==> config.mk <==
export PLATFORM = sky130hd
export DESIGN_NAME = uart_rx_cfg
export DESIGN_NICKNAME = d
export VERILOG_FILES = /design/src/rtl/uart_rx_cfg.sv
export SDC_FILE = /design/constraint.sdc
export NUM_CORES = 1
export LEC_CHECK = 0
export ABC_AREA = 1
export CELL_PAD_IN_SITES_DETAIL_PLACEMENT = 1
export CELL_PAD_IN_SITES_GLOBAL_PLACEMENT = 1
export CORE_ASPECT_RATIO = 2
export CORE_UTILIZATION = 35
export CTS_CLUSTER_DIAMETER = 100
export DETAILED_ROUTE_END_ITERATION = 10
export MAX_ROUTING_LAYER = met4
export PLACE_DENSITY = 0.72
export REMOVE_ABC_BUFFERS = 1
export SETUP_SLACK_MARGIN = 0.2
export SYNTH_ARGS = -nofsm -noshare
export SYNTH_HDL_FRONTEND = slang
export SYNTH_SLANG_ARGS = --single-unit
==> constraint.sdc <==
create_clock -name clk -period 1.7 [get_ports clk]
set_input_delay 0.255 -clock clk [delete_from_list [all_inputs] [get_ports clk]]
set_output_delay 0.255 -clock clk [all_outputs]
set_load 0.05 [all_outputs]
==> src/rtl/uart_rx_cfg.sv <==
// Runtime-configurable UART receiver: 5..MAX_DATA_BITS data, none/even/odd parity, 1 or 2 stop
// bits, framing/break/overrun reporting and a valid/ready word output.
module uart_rx_cfg #(
  parameter int unsigned MAX_DATA_BITS = 8,
  parameter int unsigned OVERSAMPLE    = 16,
  parameter int unsigned TIMER_BITS    = 11
) (
  input  logic                     clk,
  input  logic                     reset_n,
  input  logic [TIMER_BITS-1:0]    timer_final_value,
  input  logic [3:0]               cfg_data_bits,
  input  logic [1:0]               cfg_parity,
  input  logic                     cfg_stop_bits,
  input  logic                     rx,
  output logic [MAX_DATA_BITS-1:0] r_data,
  output logic                     r_valid,
  input  logic                     r_ready,
  output logic                     parity_error,
  output logic                     framing_error,
  output logic                     break_detect,
  output logic                     overrun,
  output logic                     busy
);

  localparam int unsigned TcntW = $clog2(OVERSAMPLE);
  localparam logic [TcntW-1:0] TcntHalf = TcntW'(OVERSAMPLE / 2 - 1);
  localparam logic [TcntW-1:0] TcntLast = TcntW'(OVERSAMPLE - 1);

  typedef enum logic [2:0] {StIdle, StStart, StData, StParity, StStop, StBrkWait} state_e;

  logic                     rx_meta, rx_s;
  logic [TIMER_BITS-1:0]    tick_cnt_q;
  logic                     tick;
  state_e                   state_q;
  logic [TcntW-1:0]         tcnt_q;
  logic [3:0]               bcnt_q;
  logic [MAX_DATA_BITS-1:0] data_q;
  logic                     pbit_q, pe_q, fe_q;
  logic [3:0]               nbits_q, nbits_eff;
  logic                     par_en_q, par_odd_q, stop2_q;
  logic                     done_q, done_pe_q, done_fe_q, done_brk_q;
  logic                     fe_now, brk_now;

  always_ff @(posedge clk or negedge reset_n) begin
    if (!reset_n) begin
      rx_meta <= 1'b1;
      rx_s    <= 1'b1;
    end else begin
      rx_meta <= rx;
      rx_s    <= rx_meta;
    end
  end

  assign tick = (tick_cnt_q == timer_final_value);

  always_ff @(posedge clk or negedge reset_n) begin
    if (!reset_n) begin
      tick_cnt_q <= '0;
    end else if (tick) begin
      tick_cnt_q <= '0;
    end else begin
      tick_cnt_q <= tick_cnt_q + 1'b1;
    end
  end

  always_comb begin
    nbits_eff = cfg_data_bits;
    if (cfg_data_bits < 4'd5 || 32'(cfg_data_bits) > MAX_DATA_BITS) begin
      nbits_eff = 4'(MAX_DATA_BITS);
    end
  end

  // Stop sample under evaluation folded into the accumulated framing/break status.
  assign fe_now  = fe_q | ~rx_s;
  assign brk_now = fe_now && (data_q == '0) && !pbit_q;
  assign busy    = (state_q != StIdle);

  always_ff @(posedge clk or negedge reset_n) begin
    if (!reset_n) begin
      state_q    <= StIdle;
      tcnt_q     <= '0;
      bcnt_q     <= '0;
      data_q     <= '0;
      pbit_q     <= 1'b0;
      pe_q       <= 1'b0;
      fe_q       <= 1'b0;
      nbits_q    <= 4'(MAX_DATA_BITS);
      par_en_q   <= 1'b0;
      par_odd_q  <= 1'b0;
      stop2_q    <= 1'b0;
      done_q     <= 1'b0;
      done_pe_q  <= 1'b0;
      done_fe_q  <= 1'b0;
      done_brk_q <= 1'b0;
    end else begin
      done_q <= 1'b0;
      case (state_q)
        StIdle: begin
          if (!rx_s) begin
            state_q   <= StStart;
            tcnt_q    <= '0;
            data_q    <= '0;
            pbit_q    <= 1'b0;
            pe_q      <= 1'b0;
            fe_q      <= 1'b0;
            nbits_q   <= nbits_eff;
            par_en_q  <= (cfg_parity == 2'b01) || (cfg_parity == 2'b10);
            par_odd_q <= (cfg_parity == 2'b10);
            stop2_q   <= cfg_stop_bits;
          end
        end
        StStart: begin
          if (tick) begin
            if (tcnt_q == TcntHalf) begin
              tcnt_q  <= '0;
              bcnt_q  <= '0;
              state_q <= rx_s ? StIdle : StData;
            end else begin
              tcnt_q <= tcnt_q + 1'b1;
            end
          end
        end
        StData: begin
          if (tick) begin
            if (tcnt_q == TcntLast) begin
              tcnt_q <= '0;
              data_q <= data_q | (MAX_DATA_BITS'(rx_s) << bcnt_q);
              if (bcnt_q == nbits_q - 4'd1) begin
                bcnt_q  <= '0;
                state_q <= par_en_q ? StParity : StStop;
              end else begin
                bcnt_q <= bcnt_q + 4'd1;
              end
            end else begin
              tcnt_q <= tcnt_q + 1'b1;
            end
          end
        end
        StParity: begin
          if (tick) begin
            if (tcnt_q == TcntLast) begin
              tcnt_q  <= '0;
              pbit_q  <= rx_s;
              pe_q    <= (^data_q) ^ rx_s ^ par_odd_q;
              state_q <= StStop;
            end else begin
              tcnt_q <= tcnt_q + 1'b1;
            end
          end
        end
        StStop: begin
          if (tick) begin
            if (tcnt_q == TcntLast) begin
              tcnt_q <= '0;
              fe_q   <= fe_now;
              if (bcnt_q == {3'b000, stop2_q}) begin
                done_q     <= 1'b1;
                done_pe_q  <= pe_q;
                done_fe_q  <= fe_now;
                done_brk_q <= brk_now;
                state_q    <= brk_now ? StBrkWait : StIdle;
              end else begin
                bcnt_q <= bcnt_q + 4'd1;
              end
            end else begin
              tcnt_q <= tcnt_q + 1'b1;
            end
          end
        end
        StBrkWait: begin
          if (rx_s) state_q <= StIdle;
        end
        default: state_q <= StIdle;
      endcase
    end
  end

  always_ff @(posedge clk or negedge reset_n) begin
    if (!reset_n) begin
      r_data        <= '0;
      r_valid       <= 1'b0;
      parity_error  <= 1'b0;
      framing_error <= 1'b0;
      break_detect  <= 1'b0;
      overrun       <= 1'b0;
    end else if (done_q && (!r_valid || r_ready)) begin
      r_data        <= data_q;
      r_valid       <= 1'b1;
      parity_error  <= done_pe_q;
      framing_error <= done_fe_q;
      break_detect  <= done_brk_q;
      overrun       <= 1'b0;
    end else if (done_q) begin
      overrun <= 1'b1;
    end else if (r_valid && r_ready) begin
      r_valid       <= 1'b0;
      parity_error  <= 1'b0;
      framing_error <= 1'b0;
      break_detect  <= 1'b0;
      overrun       <= 1'b0;
    end
  end

endmodule

==> impl_metrics.py <==
metrics = {
    "run_status": {
        "outcome": "finished, final reports clean",
    },
    "synthesis": {
        "ys_top_cells_by_area": "sky130_fd_sc_hd__dfrtp_1 (41%), sky130_fd_sc_hd__nand2_1 (14%), sky130_fd_sc_hd__inv_1 (6.1%)",
        "synth-edff-count": 0,
        "synth_commonest_cells": "sky130_fd_sc_hd__nand2_1 (122), sky130_fd_sc_hd__dfrtp_1 (56), sky130_fd_sc_hd__inv_1 (55)",
        "synthesis.area_um2": 3379,
        "part_of_the_yosys_area_used_for_sequential_elements_pct": 43.80,
        "yosys_warnings": 0,
        "synth_compound_area_share_pct": 11.18,
        "yosysUniqueCellTypes": 35,
        "synth-adder-area-share_pct": 3.332,
        "synth_top_family_by_area": "simple AND/OR/NAND/NOR gates",
        "postSynth.asyncResetShare_pct": 100.0,
        "synth-simple-area-share_pct": 28.69,
        "post_synth.cell_area_avg_um2": 7.878,
        "ys_seq_elements": 59,
        "synth_top_area_share_pct": 41.47,
        "muxShareOfSynthArea_pct": 0,
        "synth_most_common_cell": "sky130_fd_sc_hd__nand2_1",
        "synthesized_instance_count": 429,
        "synth_flop_cell": "sky130_fd_sc_hd__dfrtp_1",
        "post_synth_top_area_cell": "sky130_fd_sc_hd__dfrtp_1",
        "synth_xor_area_share_pct": 4.665,
    },
    "run": {
        "reported_max_cap_violation_count": 0,
    },
    "placed_design": {
        "dp_cells": 588,
        "port_buffers": 35,
        "finalWeightedCongestion": 0.7926,
        "hpwl_um": 7104,
    },
    "routing": {
        "vias_per_cell": 5.035,
        "wl_per_cell_um": 15.93,
        "detail_route.wirelength_um": 10120,
        "num_vias": 3197,
        "detail_route.drc_violations": 0,
        "first_pass_iters": 4,
        "detail_route.iter0.violations": 121,
        "detail-route-antenna-nets": 0,
    },
    "power_and_ir_drop": {
        "power-per-cell-area_nw_per_um2": 868.5,
        "ir_drop_v": 0.0005488,
        "leakage_uw": 0.002345,
    },
    "clock_network": {
        "clock_tree_from_tritoncts": "built",
        "clockBufferDepth": 2,
        "clock_pin_slew_of_the_registers_on_the_worst_case_setup_and_hold_paths_ps": 50,
        "clk_latency_ps": 330,
        "numCtsBuffers": 9,
        "cts.sinks": 59,
        "clk_root_buffer_cell": "sky130_fd_sc_hd__clkbuf_16",
        "htree_depth": 3,
    },
    "floorplanning": {
        "num_rows": 50,
        "pin_count": 36,
        "core_um2": 9384,
        "dieArea_um2": 10080,
        "initial_utilization_pct": 36.01,
        "die_height_um": 141.0,
        "dieWidth_um": 71.48,
    },
    "finish": {
        "n_antenna_cell": 0,
        "final_net_count": 558,
        "multiInputGateArea_um2": 1934,
        "syn2layout_area_growth_pct": 46.46,
        "stdcell_count": 635,
        "seqCellArea_um2": 1486,
        "layout-drive-gt1-share_pct": 35.03,
        "fillerInstances": 1081,
    },
    "timing": {
        "timing.slew.headroom_pct": 67.69,
        "hold_viol": 0,
        "setup_viol_count_final": 0,
        "tightest_slew_ps": 484.7,
        "period_share_pct": 98.58,
        "setup_tns_ps": 0,
        "slew_viol_final": 0,
        "finalCriticalPeriod_ps": 1676,
        "fin_worst_skew_ps": 4.833,
        "rsz0062_at_grt": "yes",
        "max_freq_mhz": 596.7,
    },
    "global_routing": {
        "grt_pass1_vias": 3478,
        "grt_pass1_wl_um": 16040,
        "grt.total_usage_pct": 21.50,
        "globalRouteOverflowTotal": 0,
        "grt_antenna_before_repair": 0,
        "grt_start_max_net_pins": 24,
    },
    "worst_setup_path": {
        "critPathRequiredTime_ps": 1920,
        "timing.critical_path.to_type": "register",
        "critPathArrivalTime_ps": 1890,
        "crit_path_cell_trace": "buf_6 -> buf_4 -> buf_6 -> nand2_2 -> nor2_2 -> nand2_1 -> nor3_1 -> buf_4 -> nand3_2 -> o21ai_1 -> a21oi_1",
        "critPathSlowestCell": "sky130_fd_sc_hd__dfrtp_1",
        "worstPathMaxFanout": 4,
        "critPathKind": "register to register",
        "critPathMaxStageDelay_ps": 380,
        "worst_setup_path_start_kind": "register",
    },
    "hold_path": {
        "hp-class": "primary input to register",
    },
}
-- layout make-up --
class	instances	area share [%]
clock inverters	5	1.567
flip-flops and latches	59	30.03
well taps	104	2.629
clock buffers	10	4.828
repair buffers	94	16.78
inverters	61	5.081
multi-input cells	302	39.08
-- final timing paths --
kind                       slack (ps)     startpoint            end  cells past startpoint
setup / recovery                   20  tick_cnt_q[0]  tick_cnt_q[9]                     11
hold / removal                    340             rx        rx_meta                      1
setup reg to reg                   20  tick_cnt_q[0]  tick_cnt_q[9]                     11
hold reg to reg                   350        rx_meta           rx_s                      0
max in group asynchronous         660        reset_n     nbits_q[3]                      3
min in group asynchronous         420        reset_n      r_data[3]                      2
-- per-layer routing --
layer	global-route usage, %	share of wire (%)
met1	19.21	35
met2	42.01	60
met3	4.074	2.3
met4	9.598	2.2
met5	-	0
-- logic make-up after synthesis --
logic type	count (synthesis)
and+or+nand+nor	209
buffers and inverters	69
DFF	59
adders and majority gates	9
xor gates and xnor gates	18
AOI/OAI and AO/OA	65
-- cells in the final DEF, fill, tap and decap left out, types with 3 or more instances in the layout --
cell type	count
sky130_fd_sc_hd__clkdlybuf4s50_1	20
sky130_fd_sc_hd__o21ai_0	29
sky130_fd_sc_hd__nand3_2	7
sky130_fd_sc_hd__o21ai_1	9
sky130_fd_sc_hd__nor2_2	5
sky130_fd_sc_hd__buf_4	61
sky130_fd_sc_hd__nand3_4	5
sky130_fd_sc_hd__nand2_8	6
sky130_fd_sc_hd__xor2_1	8
sky130_fd_sc_hd__clkbuf_16	9
sky130_fd_sc_hd__nor2_1	16
sky130_fd_sc_hd__nand3_1	19
sky130_fd_sc_hd__inv_2	12
sky130_fd_sc_hd__inv_1	46
sky130_fd_sc_hd__nand2_1	104
sky130_fd_sc_hd__dfrtp_2	5
sky130_fd_sc_hd__nand2_2	20
sky130_fd_sc_hd__nand4_1	7
sky130_fd_sc_hd__nor2_4	9
sky130_fd_sc_hd__buf_12	3
sky130_fd_sc_hd__ha_1	6
sky130_fd_sc_hd__xnor2_2	4
sky130_fd_sc_hd__o21ai_2	10
sky130_fd_sc_hd__a21oi_1	8
sky130_fd_sc_hd__dfstp_2	3
sky130_fd_sc_hd__dfrtp_1	51
sky130_fd_sc_hd__nor3_1	5
sky130_fd_sc_hd__buf_6	6
sky130_fd_sc_hd__xnor2_1	6
-- metrics by stage --
step	hold WS (ps)	utilization (%)	cell area (um2)	setup WS, ps	total power, uW
after floorplan	-40.59	-	3332	-0.1570	1955
after global placement	231.5	42.71	4008	-241.7	2165
after detailed placement	233.7	42.71	4008	-258.2	2199
after CTS	335.1	50.17	4708	109.6	4249
after global routing	357.9	52.75	4950	-63.37	4503
final	340.0	52.75	4950	24.14	4299
-- report_power, final --
part           internal, uW  switching, uW
logic                   328            354
registers              1530            136
clock network          1310            642
-- state kept, by name, indices dropped and copies added, names as in the netlist, 3 cells and up --
name,cells
bcnt_q,4
data_q,8
nbits_q,4
r_data,8
state_q,3
tcnt_q,4
tick_cnt_q,11
-- critical path, delay by kind of cell, from the launching register on --
kind,cells,cell delay [ps]
AO/OA/AOI/OAI,2,170
buffers and inverters,4,490
flip-flops,1,380
AND/OR/NAND/NOR,5,510
-- repair_timing --
| action | in CTS | in global routing |
|---|---|---|
| hold buffers | 1 | 0 |
| hold endpoints to repair | 15 | 0 |
| setup endpoints to repair | 42 | 43 |
| buffers inserted | 21 | 9 |
| gates cloned | 0 | 1 |
| gates resized for setup | 59 | 43 |
| pin swaps | 26 | 13 |
No activity file was read; power rests on OpenSTA's default activity.
